--- src/rtl/ipctrl.sv ---
// ipctrl: router input-port controller.
// Link flits land in one of two polarity-interleaved buffers. Each flit is
// XY-routed when it is written, and the route is stored with the flit. The
// buffer is freed when the granting output controller pulses its clear line.
// Optional feature: define IPCTRL_STATS_EN to get the pkt_count port, a
// saturating count of released flits.
module ipctrl #(
    parameter int DATA_W = 64,
    parameter int HOP_W  = 8,
    parameter int HX_LSB = 48,
    parameter int HY_LSB = 40
) (
    input  logic              clk,
    input  logic              reset,
    input  logic              polarity,
    input  logic              send_in,
    input  logic [DATA_W-1:0] data_in,
    output logic              ready_in,
    output logic [4:0]        req,
    output logic [DATA_W-1:0] data_out,
    input  logic [4:0]        clear_in
`ifdef IPCTRL_STATS_EN
    ,
    output logic [15:0]       pkt_count
`endif
);

    // Direction bits sit just below the MSB: data[62] = dir_x, data[61] = dir_y.
    localparam int DX_BIT = DATA_W - 2;
    localparam int DY_BIT = DATA_W - 3;

    // One-hot request encoding {W,E,N,S,PE}.
    localparam logic [4:0] REQ_W  = 5'b10000;
    localparam logic [4:0] REQ_E  = 5'b01000;
    localparam logic [4:0] REQ_N  = 5'b00100;
    localparam logic [4:0] REQ_S  = 5'b00010;
    localparam logic [4:0] REQ_PE = 5'b00001;

    logic [DATA_W-1:0] buf_even_q, buf_even_d, buf_odd_q, buf_odd_d;
    logic              full_even_q, full_even_d, full_odd_q, full_odd_d;
    logic [4:0]        req_even_q, req_even_d, req_odd_q, req_odd_d;

    logic [HOP_W-1:0]  hx, hy;
    logic [DATA_W-1:0] wr_data;
    logic [4:0]        wr_req;
    logic              wr_full, wr_en;
    logic              rd_full, rel;
    logic [4:0]        rd_req;
    logic [DATA_W-1:0] rd_buf;

    // XY routing of the incoming flit: X first, then Y, else local PE.
    always_comb begin
        hx      = data_in[HX_LSB +: HOP_W];
        hy      = data_in[HY_LSB +: HOP_W];
        wr_data = data_in;
        wr_req  = REQ_PE;
        if (hx != '0) begin
            wr_req = data_in[DX_BIT] ? REQ_E : REQ_W;
            wr_data[HX_LSB +: HOP_W] = hx - HOP_W'(1);
        end else if (hy != '0) begin
            wr_req = data_in[DY_BIT] ? REQ_N : REQ_S;
            wr_data[HY_LSB +: HOP_W] = hy - HOP_W'(1);
        end
    end

    // Polarity 0 writes odd and presents even; polarity 1 does the reverse.
    // Every output is held at 0 while reset is low.
    always_comb begin
        wr_full  = polarity ? full_even_q : full_odd_q;
        ready_in = reset & ~wr_full;
        wr_en    = send_in & ready_in;
        rd_full  = polarity ? full_odd_q : full_even_q;
        rd_req   = polarity ? req_odd_q  : req_even_q;
        rd_buf   = polarity ? buf_odd_q  : buf_even_q;
        req      = (reset && rd_full) ? rd_req : 5'b0;
        data_out = (reset && rd_full) ? rd_buf : '0;
        rel      = reset & rd_full & (|(clear_in & rd_req));
    end

    // Next state. The write target and the presented buffer always differ,
    // so a write and a release in the same cycle never conflict.
    always_comb begin
        buf_even_d  = buf_even_q;
        buf_odd_d   = buf_odd_q;
        full_even_d = full_even_q;
        full_odd_d  = full_odd_q;
        req_even_d  = req_even_q;
        req_odd_d   = req_odd_q;
        if (wr_en) begin
            if (polarity) begin
                buf_even_d  = wr_data;
                req_even_d  = wr_req;
                full_even_d = 1'b1;
            end else begin
                buf_odd_d   = wr_data;
                req_odd_d   = wr_req;
                full_odd_d  = 1'b1;
            end
        end
        if (rel) begin
            if (polarity) full_odd_d  = 1'b0;
            else          full_even_d = 1'b0;
        end
    end

    // Buffer state registers. Reset discards in-flight flits.
    always_ff @(posedge clk) begin
        if (!reset) begin
            buf_even_q  <= '0;
            buf_odd_q   <= '0;
            full_even_q <= 1'b0;
            full_odd_q  <= 1'b0;
            req_even_q  <= 5'b0;
            req_odd_q   <= 5'b0;
        end else begin
            buf_even_q  <= buf_even_d;
            buf_odd_q   <= buf_odd_d;
            full_even_q <= full_even_d;
            full_odd_q  <= full_odd_d;
            req_even_q  <= req_even_d;
            req_odd_q   <= req_odd_d;
        end
    end

`ifdef IPCTRL_STATS_EN
    logic [15:0] cnt_q, cnt_d;

    // Saturating count of released flits.
    always_comb begin
        cnt_d = cnt_q;
        if (rel && cnt_q != 16'hFFFF) cnt_d = cnt_q + 16'd1;
        pkt_count = reset ? cnt_q : 16'h0;
    end

    // Counter register.
    always_ff @(posedge clk) begin
        if (!reset) cnt_q <= 16'h0;
        else        cnt_q <= cnt_d;
    end
`endif

endmodule

--- config.mk ---
export PLATFORM = sky130hd
export DESIGN_NAME = ipctrl
export DESIGN_NICKNAME = d
export VERILOG_FILES = /design/src/rtl/ipctrl.sv
export SDC_FILE = /design/constraint.sdc
export NUM_CORES = 1
export LEC_CHECK = 0
export CAP_MARGIN = 20
export CORE_MARGIN = 3
export CORE_UTILIZATION = 46
export CTS_CLUSTER_DIAMETER = 80
export CTS_CLUSTER_SIZE = 40
export DETAILED_ROUTE_END_ITERATION = 6
export GPL_TIMING_DRIVEN = 1
export PLACE_DENSITY = 0.77
export SYNTH_ARGS = -nofsm -noshare
export SYNTH_HDL_FRONTEND = slang
export SYNTH_SLANG_ARGS = --single-unit
export TNS_END_PERCENT = 100
--- constraint.sdc ---
create_clock -name clk -period 1.6 [get_ports clk]
set_input_delay 0.16 -clock clk [delete_from_list [all_inputs] [get_ports clk]]
set_output_delay 0.16 -clock clk [all_outputs]
set_load 0.005 [all_outputs]
==> results.sh, run 1 <==
export IMPL_status="finished with violations"
export IMPL_violations="setup timing"
export IMPL_drv_cap=0
export IMPL_htreeDepth=4
export IMPL_hold_class="input pin to flip-flop"
export IMPL_async_flop_share_pct=0
export IMPL_critPathMaxStageDelay_ns=0.31
export IMPL_drtAntennaViolNets=0
export IMPL_pre_cts_ws_ns=-0.622
export IMPL_die_area_um2=15100
export IMPL_cts_buffers=17
export IMPL_core_area_um2=13300
export IMPL_slowest_stage="dfxtp_2"
export IMPL_die_y_um=123
export IMPL_cpMostUsedCell="buf_6"
export IMPL_ys_types=41
export IMPL_power_switching_share_pct=23.8
export IMPL_initialDrtViolationCount=583
export IMPL_worstPathCellList="mux2_4 -> nand2_8 -> buf_16 -> buf_8 -> buf_6 -> buf_6 -> nor2_4 -> buf_2"
export IMPL_hold_slack_ns=0.176
export IMPL_grt_max_degree=99
export IMPL_rsz0062_at_grt="yes"
export IMPL_pwr_share_seq_pct=44.7
export IMPL_antenna_found_initial=1
export IMPL_power_density_nw_per_um2=881
export IMPL_total_power_mw=8.21
export IMPL_clkPwrFrac_pct=41.1
export IMPL_wl_per_cell_um=15.5
export IMPL_start_util_pct=47.4
export IMPL_netSwitchingPower_mw=1.95
export IMPL_synth_seq_area_share_pct=44.5
export IMPL_fin_crit_sh_pct=119
export IMPL_synth_enable_flop_cells=0
export IMPL_fin_ws_ns=-0.301
export IMPL_finalSetupViolCount=70
export IMPL_clockBufferDepth=2
export IMPL_end_kind="output port"
export IMPL_power_leakage_nw=3.80
export IMPL_cp_required_ns=1.44
export IMPL_crit_path_start_kind="flip-flop"
export IMPL_cts_root_buffer_cell="clkbuf_16"
export IMPL_hold_violations=0
export IMPL_final_cell_area_um2=9320
export IMPL_clk_pin_slew_worst_paths_ns=0.05
export IMPL_syn_to_final_growth_pct=48.0
export IMPL_drt_wl_total_um=18600
export IMPL_worstPathMaxFanout=6
export IMPL_worst_pin_slew_ns=0.414
export IMPL_io_buffers=142
export IMPL_fin_nets=1096
export IMPL_synth_warnings=0
export IMPL_via_per_inst=5.33
export IMPL_hpwl_um=11500
export IMPL_place_area_um2=8370
export IMPL_grt_usage_pct=23.5
export IMPL_io_pins=143
export IMPL_drc_errors=0
export IMPL_ctsHoldBuffers=0
export IMPL_p_int_mw=6.26
export IMPL_gr_total_overflow=0
export IMPL_cts_sinks=140
export IMPL_yosys_register_bits=140
export IMPL_synth_area_per_cell_um2=7.67
export IMPL_rows=42
export IMPL_crit_type="flip-flop to output port"
export IMPL_clock_latency_ns=0.42
export IMPL_fmax_mhz=526
export IMPL_dr_pass1_iters=5
export IMPL_grt_first_pass_wirelength_um=28500
export IMPL_syn_num_nets=897
export IMPL_drv_slew=0
export IMPL_clock_skew_final_ns=0.00451
export IMPL_synthesis_area_um2=6300
export IMPL_relSlewSlack_pct=71.6
export IMPL_place_inst=1149
export IMPL_cp_arrival_ns=1.74
export IMPL_drive_gt1_share_pct=22.3
export IMPL_ir_drop_mv=0.697
export IMPL_synth_ff_type="dfxtp_1"
export IMPL_cts_tree="done"
export IMPL_vias=6429
export IMPL_p_comb_share_pct=14.2
export IMPL_die_w_um=123
export IMPL_finalCriticalPeriod_ns=1.90
export IMPL_nFillCells=1063
export IMPL_final_cells=1206
export IMPL_synth_cells=821
export IMPL_globalplace_congestion=0.872
export IMPL_grt_pass1_vias=5941
## metrics by stage
stage / utilization [%] / TNS, ns
after floorplan: - / 0
after global placement: 62.9 / -49.35
after detailed placement: 62.9 / -55.83
after CTS: 68.0 / -18.73
after global routing: 70.1 / -17.78
final: 70.1 / -14.27
## Yosys cell counts, types with 5 or more instances
cell type,n,share of area [%]
a31oi_1,10,0.99
a211oi_1,7,0.83
nand3_1,16,1.3
a21oi_1,127,10
or3_1,8,0.79
clkbuf_1,41,2.4
mux2i_1,69,11
buf_2,19,1.5
nor3_1,5,0.40
nor2_1,81,4.8
inv_1,8,0.48
o21ai_0,21,1.7
nand2_1,220,13
dfxtp_1,140,44
## metal layers
| layer | share of wire (%) | vias to the layer above | wire length, um | global-route usage, % |
|---|---|---|---|---|
| met2 | 49 | 214 | 9060 | 38.1 |
| li1 | - | 3160 | - | - |
| met3 | 6.4 | 38 | 1190 | 5.12 |
| met4 | 2.3 | 0 | 436 | 8.03 |
| met5 | 0 | - | 0 | 0 |
| met1 | 43 | 3017 | 7960 | 31.1 |
## power by group through the flow
stage / Sequential, mW / Clock [mW] / Combinational (mW)
final: 3.67 / 3.37 / 1.17
after global routing: 3.68 / 3.59 / 1.25
after CTS: 3.67 / 3.42 / 1.05
after detailed placement: 3.74 / 0 / 0.966
after global placement: 3.74 / 0 / 0.958
after floorplan: 3.73 / 0 / 0.460
## layout by cell type (no fill, tap or decap), drive strengths merged, types with 7 or more instances in the layout
cell type	count
clkbuf	49
inv	8
a21oi	127
nand2	220
a211oi	7
o21ai	22
or3	8
nor2	81
nand3	16
dlygate4sd2	11
clkdlybuf4s50	70
mux2i	69
dfxtp	140
buf	129
a31oi	10
## worst max-delay path, delay by kind of cell, from the launching register on
kind | cells | cell delay (ns)
buf+inv | 5 | 0.54
flops | 1 | 0.31
mux | 1 | 0.30
simple gates | 2 | 0.17
## cell type report
class                           count  area, um^2  area share [%]
Inverter                            9        35.0           0.376
Sequential cell                   140        2810            30.1
Clock inverter                      3        15.0           0.161
Timing Repair Buffer              246        2310            24.8
Tap cell                          176         220            2.36
Clock buffer                       25         485            5.21
Multi-Input combinational cell    606        3440            36.9
Antenna cell                        1        2.50          0.0269
## worst paths after layout
kind | from | cells after the start | slack, ns | endpoint
min reg2reg | buf_odd_q[21] | 2 | 0.45 | buf_odd_q[21]
max reg2reg | full_odd_q | 5 | 0 | buf_odd_q[52]
max | full_even_q | 8 | -0.30 | data_out[50]
min | polarity | 4 | 0.18 | full_even_q
## state kept, by name, indices dropped and copies added, names as in the netlist
name         flops
buf_odd_q       64
req_even_q       5
req_odd_q        5
full_even_q      1
full_odd_q       1
buf_even_q      64
## what timing repair did
item	4_1_cts	5_1_grt
resized for setup	156	140
setup buffers	10	14
pin swaps	0	29
gates cloned	3	3
setup endpoints to repair	89	82
## logic make-up after synthesis
group	count (synthesis)	share of synthesized area, %
AOI/OAI and AO/OA	175	14.8
DFF	140	44.5
adders and majority gates	3	0.596
muxes	73	11.7
buffers and inverters	75	4.93
and+or+nand+nor	352	23.1
xor gates and xnor gates	3	0.417
No activity file was read; power rests on OpenSTA's default activity.
==> run 2, diff against run 1 <==
- CAP_MARGIN: 20 -> 10
==> results of run 2 <==
Same layout as run 1: the final DEF is identical, and so are final timing and power.
